File: config.mk
export PLATFORM = sky130hd
export DESIGN_NAME = cmp_window_tracker
export DESIGN_NICKNAME = d
export VERILOG_FILES = /design/src/rtl/cmp_window_pkg.sv /design/src/rtl/GreaterThan.sv /design/src/rtl/cmp_window_tracker.sv
export SDC_FILE = /design/constraint.sdc
export NUM_CORES = 1
export LEC_CHECK = 0
export CAP_MARGIN = 20
export CORE_ASPECT_RATIO = 1.4
export CORE_MARGIN = 4
export CORE_UTILIZATION = 55
export DETAILED_ROUTE_END_ITERATION = 7
export GPL_TIMING_DRIVEN = 0
export PLACE_DENSITY = 0.79
export SLEW_MARGIN = 40
export SYNTH_ARGS = -nofsm -noshare
export SYNTH_HDL_FRONTEND = slang
export SYNTH_SLANG_ARGS = --single-unit
File: constraint.sdc
create_clock -name clk -period 2.17 [get_ports clk]
set_input_delay 0.434 -clock clk [delete_from_list [all_inputs] [get_ports clk]]
set_output_delay 0.434 -clock clk [all_outputs]
set_load 0.02 [all_outputs]
File: src/rtl/cmp_window_pkg.sv
// Shared constants and FSM encoding for the window min/max tracker.
package cmp_window_pkg;

  localparam int unsigned SAMPLE_W = 2;

  typedef enum logic [1:0] {
    ST_IDLE  = 2'd0,
    ST_ACCUM = 2'd1,
    ST_EMIT  = 2'd2
  } state_t;

endpackage

File: src/rtl/GreaterThan.sv
// Unsigned 2-bit magnitude comparator: isGreater = (a > b).
module GreaterThan (
  input  logic [1:0] a,
  input  logic [1:0] b,
  output logic       isGreater
);

  assign isGreater = (a > b);

endmodule

File: src/rtl/cmp_window_tracker.sv
// Collects fixed-size windows of 2-bit samples and reports max, min,
// index of first max and the count of strict new-maximum events.
module cmp_window_tracker
  import cmp_window_pkg::*;
#(
  parameter int unsigned WINDOW = 4,
  parameter int unsigned CNT_W  = 4
) (
  input  logic                clk,
  input  logic                reset,
  input  logic                in_valid,
  output logic                in_ready,
  input  logic [SAMPLE_W-1:0] in_data,
  output logic                out_valid,
  input  logic                out_ready,
  output logic [SAMPLE_W-1:0] out_max,
  output logic [SAMPLE_W-1:0] out_min,
  output logic [CNT_W-1:0]    out_index,
  output logic [CNT_W-1:0]    out_updates,
  output logic                busy
);

  localparam int unsigned LAST = WINDOW - 1;

  state_t              state_q, state_d;
  logic [SAMPLE_W-1:0] max_q, max_d;
  logic [SAMPLE_W-1:0] min_q, min_d;
  logic [CNT_W-1:0]    idx_q, idx_d;
  logic [CNT_W-1:0]    upd_q, upd_d;
  logic [CNT_W-1:0]    pos_q, pos_d;

  logic                in_ready_d, busy_d, out_valid_d;
  logic [SAMPLE_W-1:0] out_max_d, out_min_d;
  logic [CNT_W-1:0]    out_index_d, out_updates_d;

  logic accept_c;
  logic new_max_c;
  logic new_min_c;

  assign accept_c = in_valid & in_ready;

  // A: new sample above running max; B: running min above new sample
  GreaterThan u_gt_max (
    .a         (in_data),
    .b         (max_q),
    .isGreater (new_max_c)
  );

  GreaterThan u_gt_min (
    .a         (min_q),
    .b         (in_data),
    .isGreater (new_min_c)
  );

  // Next-state, accumulator and result logic
  always_comb begin
    state_d       = state_q;
    max_d         = max_q;
    min_d         = min_q;
    idx_d         = idx_q;
    upd_d         = upd_q;
    pos_d         = pos_q;
    out_valid_d   = out_valid;
    out_max_d     = out_max;
    out_min_d     = out_min;
    out_index_d   = out_index;
    out_updates_d = out_updates;

    case (state_q)
      ST_IDLE: begin
        if (accept_c) begin
          max_d   = in_data;
          min_d   = in_data;
          idx_d   = '0;
          upd_d   = '0;
          pos_d   = CNT_W'(1);
          state_d = ST_ACCUM;
          if (WINDOW == 1) begin
            state_d       = ST_EMIT;
            out_valid_d   = 1'b1;
            out_max_d     = in_data;
            out_min_d     = in_data;
            out_index_d   = '0;
            out_updates_d = '0;
          end
        end
      end

      ST_ACCUM: begin
        if (accept_c) begin
          if (new_max_c) begin
            max_d = in_data;
            idx_d = pos_q;
            upd_d = upd_q + CNT_W'(1);
          end
          if (new_min_c) begin
            min_d = in_data;
          end
          pos_d = pos_q + CNT_W'(1);
          if (pos_q == CNT_W'(LAST)) begin
            state_d       = ST_EMIT;
            out_valid_d   = 1'b1;
            out_max_d     = max_d;
            out_min_d     = min_d;
            out_index_d   = idx_d;
            out_updates_d = upd_d;
          end
        end
      end

      ST_EMIT: begin
        if (out_ready) begin
          state_d       = ST_IDLE;
          max_d         = '0;
          min_d         = '0;
          idx_d         = '0;
          upd_d         = '0;
          pos_d         = '0;
          out_valid_d   = 1'b0;
          out_max_d     = '0;
          out_min_d     = '0;
          out_index_d   = '0;
          out_updates_d = '0;
        end
      end

      default: begin
        state_d = ST_IDLE;
      end
    endcase

    in_ready_d = (state_d != ST_EMIT);
    busy_d     = (state_d != ST_IDLE);
  end

  always_ff @(posedge clk) begin
    if (reset) begin
      state_q     <= ST_IDLE;
      max_q       <= '0;
      min_q       <= '0;
      idx_q       <= '0;
      upd_q       <= '0;
      pos_q       <= '0;
      in_ready    <= 1'b0;
      busy        <= 1'b0;
      out_valid   <= 1'b0;
      out_max     <= '0;
      out_min     <= '0;
      out_index   <= '0;
      out_updates <= '0;
    end else begin
      state_q     <= state_d;
      max_q       <= max_d;
      min_q       <= min_d;
      idx_q       <= idx_d;
      upd_q       <= upd_d;
      pos_q       <= pos_d;
      in_ready    <= in_ready_d;
      busy        <= busy_d;
      out_valid   <= out_valid_d;
      out_max     <= out_max_d;
      out_min     <= out_min_d;
      out_index   <= out_index_d;
      out_updates <= out_updates_d;
    end
  end

endmodule

==> results by group <==
CTS
  – CTS tree: done
  – Clock latency on the worst-skew pair: 0.29 ns
  – CTS Hold Bufs: 0
  – Sink Count: 33
  – H-tree lvl count: 2
  – Clk pin slew, worst setup/hold paths: 0.07 ns
  – Maximum clock insertion buffer count: 2
  – Num CTS Buffers: 5
  – Root Buffer: clkbuf_8

Drt
  – Total number of vias: 1,646
  – DR iter-0 viols: 79
  – Via-to-Cell Ratio: 6.16
  – WL final: 4.48 mm
  – DR DRC count: 0
  – Post-route ant nets: 0
  – WL/cell: 16.8 µm
  – 1st-pass router iterations: 5

Timing
  – RSZ-0062 raised after global routing: false
  – Worst-margin pin slew: 0.685 ns
  – Max Freq: 479 MHz
  – Final worst clock skew: 0.0101 ns
  – Period utilization: 0.963
  – Slew Viols, Final: 0
  – Rel. slew slack: 0.542
  – Final worst slack: 0.0802 ns
  – Final hold viol count: 0
  – Setup violators final: 0
  – Hold_ws: 0.465 ns
  – Post-route minimum period: 2.09 ns

Final layout
  – Multi-input logic area: 1050 µm²
  – Reg area: 666 µm²
  – Non-filler cells, final: 267
  – Fill cells: 263
  – Fraction of layout cells with a size suffix above 1: 0.127
  – P&R area growth vs syn: 24.7%
  – Final core occ: 0.707
  – # nets final: 245
  – Antenna diodes: 0

Min path
  – WHS Path Cells: 1
  – Hold endpoint: out_updates[3]$_SDFFE_PP0P_
  – Min-Delay Path Class: reg2reg
  – Min-delay src: out_updates[3]$_SDFFE_PP0P_

Die
  – Core area: 3090 µm²
  – Initial Utilization: 0.567
  – Die Ht: 74.8 µm
  – Number of cell rows: 24
  – Boundary pin count: 21
  – Die width: 55.7 µm
  – Die ar.: 4170 µm²

Synth
  – Seq/Total Area, Yosys: 0.377
  – Synth Flop Type: dfxtp_1
  – Area leader, netlist: dfxtp_1
  – Post-Syn Area: 1750 µm²
  – Unique masters post-synth: 42
  – Post-synth EDFFs: 0
  – Mean Syn Cell Area: 8.81 µm²
  – Mapped Cells: 199
  – Yosys reg bits: 33
  – Syn_nets: 217
  – Synth area leaders: dfxtp_1, ha_1, a21oi_1, o2bb2ai_1, mux2i_1
  – Synth cell count leaders: dfxtp_1, a21oi_1, o21ai_0
  – Top-count cell post-synth: dfxtp_1
  – Ys async rst share: 0
  – Share of the synthesized area in the top cell type: 0.377
  – Synth Warn #: 0

Critical path
  – Crit-path max FO: 10
  – Reg2Reg Setup Slack: 0.08 ns
  – Crit. End Element: flip-flop
  – Worst r2r src: state_q[1]$_SDFF_PP0_
  – Critical Path RT: 2.38 ns
  – CP Class: reg2reg
  – Startpoint Class: flip-flop
  – Worst reg2reg endpoint: max_q[0]$_SDFFE_PP0P_
  – WP data arrival: 2.30 ns
  – Reg2reg path depth: 8

Place
  – Placed insts: 257
  – Setup slack at placement: -0.706 ns
  – DP Wirelength: 3.13 mm
  – Routability cong.: 0.860
  – Buffers on Ports: 19

Power
  – Peak VDD IR: 0.561 mV
  – Lkg Pwr: 0.799 nW
  – Pwr Density: 642 nW/µm²

Global route
  – Initial antenna violation count: 0
  – First-pass GRT wire length: 7.47 mm
  – Total grt overflow: 0
  – Total track usage: 0.229
  – Largest net degree at the start of global routing: 11
  – Vias in the first global route: 1,597

Flow run
  – Max Cap Viol: 0

Run status
  – Outcome: complete, no violations
-- power by group --
part,switching [mW],internal (mW)
Sequential,0.0134,0.619
Combinational,0.150,0.107
Clock,0.228,0.286
Total,0.392,1.01
-- layer usage --
layer / track usage / vias up / share of wire
met4: 0.130 / 0 / 0.023
met3: 0.0652 / 11 / 0.065
met5: 0 / - / 0
met1: 0.253 / 775 / 0.41
met2: 0.397 / 70 / 0.50
li1: - / 790 / -
-- flip-flops by register name (all words and copies together), names as in the netlist --
register / count
max_q: 2
out_max: 2
busy: 1
out_index: 4
out_updates: 4
upd_q: 4
state_q: 2
idx_q: 4
min_q: 2
in_ready: 1
out_min: 2
pos_q: 4
out_valid: 1
-- cells in the final DEF (no fill, tap or decap), types with 4 or more instances in the layout --
cell type,synthesis,final
dfxtp_1,33,31
nor2_1,11,11
nand4_1,6,6
nand2b_1,5,4
a21oi_1,18,17
or4_1,5,5
clkdlybuf4s50_1,0,17
ha_1,12,11
nor3_1,5,5
clkbuf_1,7,4
inv_1,11,11
mux2i_1,7,7
clkbuf_8,0,7
o2bb2ai_1,9,9
a31oi_1,4,4
nand2_1,10,9
o21ai_0,13,12
nand3_1,7,7
-- area by class of cell --
| type | instances | area share |
|---|---|---|
| multi-input combinational | 145 | 0.481 |
| timing repair buffer | 23 | 0.102 |
| buffer | 8 | 0.0246 |
| inverter | 11 | 0.0189 |
| clock buffer | 7 | 0.0441 |
| tap | 39 | 0.0223 |
| sequential | 33 | 0.305 |
| clock inverter | 1 | 0.00229 |
-- worst max-delay path by stage --
stage / end / start / cells past startpoint
detailed placement: upd_q[0]$_SDFFE_PP0P_ / in_data[1] / 7
finish: max_q[0]$_SDFFE_PP0P_ / state_q[1]$_SDFF_PP0_ / 8
floorplan: upd_q[0]$_SDFFE_PP0P_ / in_data[1] / 6
CTS: upd_q[0]$_SDFFE_PP0P_ / in_data[1] / 7
global placement: upd_q[0]$_SDFFE_PP0P_ / in_data[1] / 7
global route: min_q[0]$_SDFFE_PP0P_ / state_q[1]$_SDFF_PP0_ / 8
-- stage by stage --
stage          total power, mW  setup TNS [ns]  instance area, µm²
3_3_place_gp             0.851           -7.32                1990
4_1_cts                   1.39               0                2120
3_5_place_dp             0.861           -9.33                1990
2_1_floorplan            0.799               0                1750
6_report                  1.40               0                2190
5_1_grt                   1.47               0                2190
-- critical path, cell delays in order (launching register included) --
cell	delay, ns
dfxtp_2	0.34
inv_1	0.06
ha_1	0.18
buf_6	0.14
a2bb2oi_1	0.16
or3_4	0.42
buf_6	0.15
or4_1	0.44
o211ai_1	0.12
-- what timing repair did --
action,CTS,global route
hold endpoints to repair,0,0
gates cloned,0,1
pin swaps,1,4
endpoints found under the setup margin,17,23
setup buffers,2,1
resized for setup,7,13
-- cells by family (layout without fill, tap and decap cells) --
kind of cell,Yosys count,after routing,synth area share
adder cells (fa/ha/maj),12,12,0.0857
XOR/XNOR,3,3,0.0150
flip-flops,33,33,0.377
AO/OA/AOI/OAI,58,58,0.217
AND/OR/NAND/NOR,65,65,0.210
multiplexers,7,7,0.0400
buffers and inverters,21,50,0.0557
No activity file was read; power rests on OpenSTA's default activity.
